**config.mk**
```make
export PLATFORM = sky130hd
export DESIGN_NAME = partselect_scan_seq
export DESIGN_NICKNAME = d
export VERILOG_FILES = /design/src/rtl/partselect_scan_pkg.sv /design/src/rtl/partselect_scan_seq_pick.sv /design/src/rtl/partselect_scan_seq.sv
export SDC_FILE = /design/constraint.sdc
export NUM_CORES = 1
export LEC_CHECK = 0
export CAP_MARGIN = 40
export CORE_MARGIN = 2
export CORE_UTILIZATION = 39
export CTS_BUF_LIST = sky130_fd_sc_hd__clkbuf_8
export DETAILED_ROUTE_END_ITERATION = 6
export SYNTH_ARGS = -nofsm -noshare
export SYNTH_HDL_FRONTEND = slang
export SYNTH_HIERARCHICAL = 1
export SYNTH_SLANG_ARGS = --single-unit
```
**constraint.sdc**
```tcl
create_clock -name clk -period 2.8 [get_ports clk]
set_clock_uncertainty 0.15 [all_clocks]
set_input_delay 0.7 -clock clk [delete_from_list [all_inputs] [get_ports clk]]
set_output_delay 0.7 -clock clk [all_outputs]
set_load 0.005 [all_outputs]
```
**src/rtl/partselect_scan_pkg.sv**
```systemverilog
`default_nettype none
// ============================================================================
//  Module      : partselect_scan_pkg
//  Description : Shared defaults, derived limits and FSM state type for the
//                part-select index sweep sequencer.
//  Contents    : DEF_DATA_W / DEF_WIN_W / DEF_IDX_W  default widths
//                MAX_IDX                             last legal window index
//                calc_max_idx()                      MAX_IDX for any widths
//                scan_state_e                        {ST_IDLE, ST_SCAN}
//  Revision    : 1.0  initial release
// ============================================================================
package partselect_scan_pkg;

   localparam int DEF_DATA_W = 8;
   localparam int DEF_WIN_W  = 3;
   localparam int DEF_IDX_W  = 4;

   // Highest index whose WIN_W-bit window still lies inside the data word.
   localparam int MAX_IDX = DEF_DATA_W - DEF_WIN_W;

   typedef enum logic [0:0] {
      ST_IDLE = 1'b0,
      ST_SCAN = 1'b1
   } scan_state_e;

   function automatic int calc_max_idx(input int data_w, input int win_w);
      return data_w - win_w;
   endfunction

endpackage
`default_nettype wire

```
**src/rtl/partselect_scan_seq_pick.sv**
```systemverilog
`default_nettype none
// ============================================================================
//  Module      : bitwindow_pick
//  Description : Combinational window extractor, o_win = i_data[i_idx +: WIN_W].
//                The caller keeps i_idx within 0..DATA_W-WIN_W.
//  Ports       : i_data  [DATA_W-1:0]  word to read
//                i_idx   [IDX_W-1:0]   window start bit
//                o_win   [WIN_W-1:0]   selected window
//  Revision    : 1.0  initial release
// ============================================================================
module bitwindow_pick
   import partselect_scan_pkg::*;
#(
   parameter int DATA_W = DEF_DATA_W,
   parameter int WIN_W  = DEF_WIN_W,
   parameter int IDX_W  = DEF_IDX_W
) (
   input  logic [DATA_W-1:0] i_data,
   input  logic [IDX_W-1:0]  i_idx,
   output logic [WIN_W-1:0]  o_win
);

   // A right shift never addresses bits outside the word, so the select is
   // well defined for every index value.
   logic [DATA_W-1:0] w_shifted;

   assign w_shifted = i_data >> i_idx;
   assign o_win     = w_shifted[WIN_W-1:0];

endmodule
`default_nettype wire

```
**src/rtl/partselect_scan_seq.sv**
```systemverilog
`default_nettype none
// ============================================================================
//  Module      : partselect_scan_seq
//  Description : Accepts {data, start, count} over valid/ready and emits one
//                beat per cycle carrying data[idx +: WIN_W] for consecutive
//                indices. Requests that run past the last legal index are
//                truncated and flagged with out_ovf.
//  Ports       : clk, rst_n (async, active low)
//                in_valid/in_ready, in_data, in_start, in_count  command side
//                out_valid/out_ready, out_idx, out_win, out_last,
//                out_ovf                                          beat side
//                busy                                             in SCAN
//  Revision    : 1.0  initial release
// ============================================================================
module partselect_scan_seq
   import partselect_scan_pkg::*;
#(
   parameter int DATA_W = DEF_DATA_W,
   parameter int WIN_W  = DEF_WIN_W,
   parameter int IDX_W  = DEF_IDX_W
) (
   input  logic              clk,
   input  logic              rst_n,
   input  logic              in_valid,
   output logic              in_ready,
   input  logic [DATA_W-1:0] in_data,
   input  logic [IDX_W-1:0]  in_start,
   input  logic [IDX_W-1:0]  in_count,
   output logic              out_valid,
   input  logic              out_ready,
   output logic [IDX_W-1:0]  out_idx,
   output logic [WIN_W-1:0]  out_win,
   output logic              out_last,
   output logic              out_ovf,
   output logic              busy
);

   localparam logic [IDX_W-1:0] c_max_idx = IDX_W'(calc_max_idx(DATA_W, WIN_W));
   localparam logic [IDX_W-1:0] c_one     = IDX_W'(1);

   scan_state_e       state_q, state_d;
   logic [DATA_W-1:0] data_q, data_d;
   logic [IDX_W-1:0]  idx_q, idx_d;
   logic [IDX_W-1:0]  rem_q, rem_d;
   logic              out_valid_q, out_valid_d;
   logic [IDX_W-1:0]  out_idx_q, out_idx_d;
   logic [WIN_W-1:0]  out_win_q, out_win_d;
   logic              out_last_q, out_last_d;
   logic              out_ovf_q, out_ovf_d;
   logic              busy_q, busy_d;

   logic              w_accept;
   logic              w_fire;
   logic              w_load;
   logic [IDX_W-1:0]  w_beat_idx;
   logic [IDX_W-1:0]  w_beat_rem;
   logic [DATA_W-1:0] w_beat_data;
   logic              w_in_range;
   logic [IDX_W-1:0]  w_pick_idx;
   logic [WIN_W-1:0]  w_win;

   assign in_ready = (state_q == ST_IDLE);
   assign w_accept = in_valid && in_ready;
   assign w_fire   = out_valid_q && out_ready;

   // The next beat is either the first beat of a fresh command (IDLE) or the
   // successor of the beat currently being handed off (SCAN).
   always_comb begin
      if (state_q == ST_IDLE) begin
         w_beat_idx  = in_start;
         w_beat_rem  = in_count;
         w_beat_data = in_data;
      end else begin
         w_beat_idx  = idx_q + c_one;
         w_beat_rem  = rem_q - c_one;
         w_beat_data = data_q;
      end
      w_in_range = (w_beat_idx <= c_max_idx);
      // Out-of-range starts never reach the picker; their window is forced to 0.
      w_pick_idx = w_in_range ? w_beat_idx : '0;
   end

   bitwindow_pick #(
      .DATA_W (DATA_W),
      .WIN_W  (WIN_W),
      .IDX_W  (IDX_W)
   ) u_pick (
      .i_data (w_beat_data),
      .i_idx  (w_pick_idx),
      .o_win  (w_win)
   );

   always_comb begin
      state_d     = state_q;
      data_d      = data_q;
      idx_d       = idx_q;
      rem_d       = rem_q;
      out_valid_d = out_valid_q;
      out_idx_d   = out_idx_q;
      out_win_d   = out_win_q;
      out_last_d  = out_last_q;
      out_ovf_d   = out_ovf_q;
      w_load      = 1'b0;

      case (state_q)
         ST_IDLE: begin
            if (w_accept) begin
               data_d = in_data;
               // A zero-length request is consumed without producing a beat.
               if (in_count != '0) begin
                  state_d = ST_SCAN;
                  w_load  = 1'b1;
               end
            end
         end
         ST_SCAN: begin
            if (w_fire) begin
               if (out_last_q) begin
                  state_d     = ST_IDLE;
                  out_valid_d = 1'b0;
                  out_idx_d   = '0;
                  out_win_d   = '0;
                  out_last_d  = 1'b0;
                  out_ovf_d   = 1'b0;
               end else begin
                  w_load = 1'b1;
               end
            end
         end
         default: state_d = ST_IDLE;
      endcase

      if (w_load) begin
         idx_d       = w_beat_idx;
         rem_d       = w_beat_rem;
         out_valid_d = 1'b1;
         out_idx_d   = w_beat_idx;
         if (w_in_range) begin
            out_win_d  = w_win;
            out_last_d = (w_beat_rem == c_one) || (w_beat_idx == c_max_idx);
            // Hitting the top index with windows still owed means truncation.
            out_ovf_d  = (w_beat_idx == c_max_idx) && (w_beat_rem > c_one);
         end else begin
            out_win_d  = '0;
            out_last_d = 1'b1;
            out_ovf_d  = 1'b1;
         end
      end

      busy_d = (state_d == ST_SCAN);
   end

   always_ff @(posedge clk or negedge rst_n) begin
      if (!rst_n) begin
         state_q     <= ST_IDLE;
         data_q      <= '0;
         idx_q       <= '0;
         rem_q       <= '0;
         out_valid_q <= 1'b0;
         out_idx_q   <= '0;
         out_win_q   <= '0;
         out_last_q  <= 1'b0;
         out_ovf_q   <= 1'b0;
         busy_q      <= 1'b0;
      end else begin
         state_q     <= state_d;
         data_q      <= data_d;
         idx_q       <= idx_d;
         rem_q       <= rem_d;
         out_valid_q <= out_valid_d;
         out_idx_q   <= out_idx_d;
         out_win_q   <= out_win_d;
         out_last_q  <= out_last_d;
         out_ovf_q   <= out_ovf_d;
         busy_q      <= busy_d;
      end
   end

   assign out_valid = out_valid_q;
   assign out_idx   = out_idx_q;
   assign out_win   = out_win_q;
   assign out_last  = out_last_q;
   assign out_ovf   = out_ovf_q;
   assign busy      = busy_q;

endmodule
`default_nettype wire
```
# Yosys cells after proc, flatten, opt, wreduce, memory -nomap -nowiden
# Index checks and enable logic that the tools add are counted.
# totals
ff_bits	27
latchBits	0
mem_bits_rw	0
mem_bits_ro	0
in_bits	20
output_inout_bits	12
n_memories	0
# op_classes
addsub	2
multipliers	0
div_mod_pow	0
order_cmp	2
eq_ne	2
shifts	1
mux	30
bitwise_logic	1
n_reduce_logical	11
# ops
cell	n
two-way mux 4 bit	7
two-way mux 1 bit	15
two-way mux 3 bit	5
two-way mux 8 bit	1
>> shifter 8 x 4 -> 3 bit	1
nonzero test 2 bit	3
adder 4 x 1 -> 4 bit (second input constant)	1
equality test 4 x 1 -> 1 bit (second input constant)	1
equality test 4 x 3 -> 1 bit (second input constant)	1
> comparator 4 x 1 -> 1 bit (second input constant)	1
<= comparator 4 x 3 -> 1 bit (second input constant)	1
one-hot mux 1 bit (2 select lines)	2
AND reduction 2 bit	2
nonzero test 4 bit	1
subtractor 4 x 1 -> 4 bit (second input constant)	1
logical AND 1 bit	3
AND reduction 3 bit	1
logical OR 1 bit	1
inverter 1 bit	1

# Logic depth before layout (Yosys ltp)
# logic_depth
depth_word	7
mapped_depth	10
mapped_depth_nobuf	9

# Modules after synthesis
# The synthesis kept the hierarchy.
# modules_own_cells
module	n_inst	cells_per_inst	area_per_inst_um2	seq_area_each_um2
partselect_scan_seq	1	128	1377.6	675.6
bitwindow_pick	1	17	157.7	0.0

# Worst setup path before layout
# Ideal clock, no wire load.
# synth_path
path_type	input port to flip-flop
from	input in_start[1]
to	register out_win_q[2], in the netlist out_win[2]
setup_time_ns	0.121
arrival_time_ns	2.184
required_ns	2.529
setup_slack_ns	0.345
path_stages	7
path_buffers	1
path_cell_list	mux2_2 -> a211oi_1 -> buf_6 -> mux4_2 -> nand2_1 -> o41ai_1 -> a22o_1
# synth_between
elab_chain_len	6
# synth_lines
item	line_no	text
start: declaration	partselect_scan_seq.sv:27	input logic [IDX_W-1:0] in_start,
two-way mux 4 bit	partselect_scan_seq.sv:69	if (state_q == ST_IDLE) begin
<= comparator 4 x 3 -> 1 bit	partselect_scan_seq.sv:78	w_in_range = (w_beat_idx <= c_max_idx);
two-way mux 4 bit	partselect_scan_seq.sv:80	w_pick_idx = w_in_range ? w_beat_idx : '0;
net w_pick_idx[0]	partselect_scan_seq.sv:59	logic [IDX_W-1:0] w_pick_idx;
>> shifter 8 x 4 -> 3 bit	partselect_scan_seq_pick.sv:27	assign w_shifted = i_data >> i_idx;
net w_win[2]	partselect_scan_seq.sv:60	logic [WIN_W-1:0] w_win;
two-way mux 3 bit	partselect_scan_seq.sv:138	if (w_in_range) begin
two-way mux 3 bit	partselect_scan_seq.sv:133	if (w_load) begin
end signal: assignment	partselect_scan_seq.sv:172	out_win_q <= out_win_d;
end: declaration	partselect_scan_seq.sv:47	logic [WIN_W-1:0] out_win_q, out_win_d;
# The timed path passes the listed nets, and every way through them passes these cells.
# A chain may end at the register's enable or synchronous reset.

# Worst setup path in the final report
# Ends and elaborated chain as after synthesis.

==> results by group <==
Outcome
  – Status: complete, no violations

Yosys
  – Top_reg_cell synth: dfrtp_1
  – Share of the yosys chip area belonging to registers: 44.0%
  – Post-synth EDFFs: 0
  – Cells after Synth: 145
  – Mapped cell area: 1540 um2
  – Post-synthesis register bit count: 27
  – Avg Cell Area, Syn: 10.6 um2
  – Ys async rst share: 100%
  – Count of cell types in the netlist: 37
  – Synth warnings: 6

Worst setup path
  – Critical path, cell by cell: clkdlybuf4s50_1 > mux2_2 > a211oi_2 > buf_4 > mux4_2 > nand2_1 > o41ai_1 > a22o_1
  – Critical path launch point type: primary input
  – WS Path Type: primary input to register
  – Arr. time, crit path: 2700 ps
  – WP buf/inv: 2
  – Cell family with most CP delay: multiplexers
  – WP data required: 2820 ps
  – Crit path largest cell delay: 520 ps
  – CP max stage cell: mux4_2
  – Worst setup EP type: register
  – Max FO, Critical Path: 6

Global route
  – Gr ovfl total: 0
  – Busiest metal layer after global routing: met2
  – First-pass GRT wire length: 5.84 mm
  – Grt met2 use: 28.0%
  – Initial antenna violation count: 0
  – Vias in the first global route: 1251
  – Largest net degree at the start of global routing: 28
  – Met3 Use GR: 3.21%
  – Total GRT Usage: 17.3%
  – GR Layer Usage met1: 23.6%

Floorplanning
  – Die width: 66.7 um
  – Die height: 66.7 um
  – Core ar.: 3720 um2
  – Top Ports: 32
  – Die area: 4450 um2
  – Row count: 22
  – Initial Util: 41.3%

Route
  – Post-route ant nets: 0
  – Number of DRC violations after detailed-routing iteration 0: 36
  – Routed WL per cell: 14.4 um
  – DRC: 0
  – Drt first pass iters: 4
  – Routed WL: 3.47 mm
  – Vias: 1240
  – Via/cell ratio: 5.15

Power and ir drop
  – Int Pwr: 1.50 mW
  – Combinational power share: 61.5%
  – Total Power: 2.42 mW
  – Leakage: 0.897 nW
  – Clock share of power: 9.1%
  – PwrDens: 1180 nW/um2
  – P_sw: 0.921 mW
  – Sequential power share: 29.4%
  – Max IR drop VDD: 0.507 mV
  – Switching share of power: 38.1%

STA
  – Final TNS setup: 0 ps
  – Fin. max-slew vios: 0
  – RSZ-0062 raised after global routing: false
  – Final count of negative-setup-slack endpoints: 0
  – Fin Hold WS: 336 ps
  – Tightest Pin Transition: 650 ps
  – Max transition margin: 56.7%
  – Final Critical Period: 2680 ps
  – Peak Freq: 373 MHz
  – Final worst slack: 118 ps
  – Period utilisation layout: 95.8%
  – Final Hold Violating Endpoints: 0

Clock tree
  – Reg clk slew, reported paths: 100 ps
  – CTS Buffer Depth: 2
  – Clock latency at the later pin of the worst-skew pair: 270 ps
  – Total CTS buffers: 3
  – CTS tree: done
  – Clk sinks: 27
  – CTS H-tree lvls: 1
  – Root buf cell: clkbuf_8
  – Setup Fix Bufs, Post-CTS: 0

Finish
  – Final instance area: 2040 um2
  – Nets@finish: 216
  – Ant. Diodes: 0
  – Util after Layout: 55.0%
  – Fraction of layout cells with a size suffix above 1: 21.8%
  – Fin cells: 241
  – Synth-to-Final Area Change: 33.1%
  – Fillers: 332

Placement
  – Final GP Congestion: 0.867
  – Pre-CTS setup slack: -218 ps
  – Detailed Place HPWL: 2.65 mm
  – IO Port Bufs: 31
  – Placed cell count: 237
  – Placed Area: 1990 um2

Run
  – Max_cap viols: 0

Min path
  – Hold Crit Class: register to register
==> power groups by stage <==
stage	clock network, mW	logic [mW]	registers, mW
4_1_cts	0.228	1.48	0.710
6_report	0.221	1.49	0.710
2_1_floorplan	0	0.966	0.685
3_5_place_dp	0	1.47	0.719
5_1_grt	0.247	1.63	0.739
3_3_place_gp	0	1.45	0.708
==> worst paths after layout <==
kind | cells past startpoint | slack [ps] | from | end
min in group asynchronous | 2 | 650 | rst_n | idx_q[2]
worst min-delay path | 1 | 340 | out_idx[2] | out_idx[2]
worst max register to register | 8 | 230 | idx_q[0] | out_win[2]
max in group asynchronous | 2 | 1580 | rst_n | data_q[3]
worst max-delay path | 8 | 120 | in_start[1] | out_win[2]
worst min register to register | 1 | 340 | out_idx[2] | out_idx[2]
==> state kept, by name, indices dropped and copies added (netlist names) <==
signal	cells
busy	1
out_valid	1
out_last	1
data_q	8
rem_q	4
out_win	3
idx_q	4
out_idx	4
out_ovf	1
==> per-layer routing <==
layer  share of wire (%)  up-vias
met5                   0        -
met3                 3.7        2
met4                0.63        0
li1                    -      618
met2                  48       20
met1                  48      600
==> cell usage after synthesis (2+ instances only) <==
| cell type | instances | area (um2) |
|---|---|---|
| a211oi_1 | 3 | 22.5 |
| a21o_1 | 4 | 30.0 |
| a21oi_1 | 7 | 35.0 |
| a221o_1 | 2 | 20.0 |
| a22o_1 | 5 | 43.8 |
| buf_6 | 3 | 33.8 |
| clkbuf_1 | 3 | 11.3 |
| dfrtp_1 | 27 | 676 |
| ha_1 | 2 | 25.0 |
| inv_1 | 5 | 18.8 |
| mux2_2 | 17 | 191 |
| mux2i_1 | 3 | 30.0 |
| mux4_2 | 3 | 67.6 |
| nand2_1 | 14 | 52.6 |
| nand2b_1 | 2 | 12.5 |
| nand3_1 | 4 | 20.0 |
| nor2_1 | 12 | 45.0 |
| nor3_1 | 2 | 10.0 |
| o21a_1 | 2 | 15.0 |
| o21ai_0 | 6 | 30.0 |
| xnor2_1 | 2 | 17.5 |
| xor2_1 | 2 | 17.5 |
==> cell type report <==
| type | instances | area [um2] | share of cell area, % |
|---|---|---|---|
| clock buffers | 3 | 41.3 | 2.02 |
| clock inverters | 1 | 5.00 | 0.245 |
| inverters | 5 | 18.8 | 0.919 |
| multi-input cells | 109 | 805 | 39.4 |
| flip-flops and latches | 27 | 676 | 33.1 |
| well taps | 48 | 60.1 | 2.94 |
| repair buffers | 48 | 438 | 21.4 |
==> timing repair <==
item	in CTS	in global routing
gates resized for setup	0	2
setup endpoints to repair	0	3
endpoints found under the hold margin	0	0
hold buffers	0	0
==> placed cells by master, fill, tap and decap left out, types with 4 or more instances in the layout <==
| cell | Yosys | layout |
|---|---|---|
| mux2_2 | 17 | 17 |
| inv_1 | 5 | 5 |
| o21ai_0 | 6 | 5 |
| a21o_1 | 4 | 4 |
| conb_1 | 1 | 4 |
| dfrtp_1 | 27 | 27 |
| nor2_1 | 12 | 12 |
| nand3_1 | 4 | 4 |
| nand2_1 | 14 | 14 |
| buf_4 | 1 | 17 |
| a22o_1 | 5 | 5 |
| a21oi_1 | 7 | 7 |
| clkdlybuf4s50_1 | 0 | 31 |
==> cell families (layout without fill, tap and decap cells) <==
group	after synthesis	count (layout)	share of synthesized area (%)
and+or+nand+nor	42	42	13.0
AOI/OAI and AO/OA	34	34	15.4
DFF	27	27	44.0
muxes	23	23	18.8
buffers and inverters	12	57	4.65
xor gates and xnor gates	4	4	2.28
adders and majority gates	2	2	1.63
other	1	4	0.244
Power figures use the tool's default switching activity.
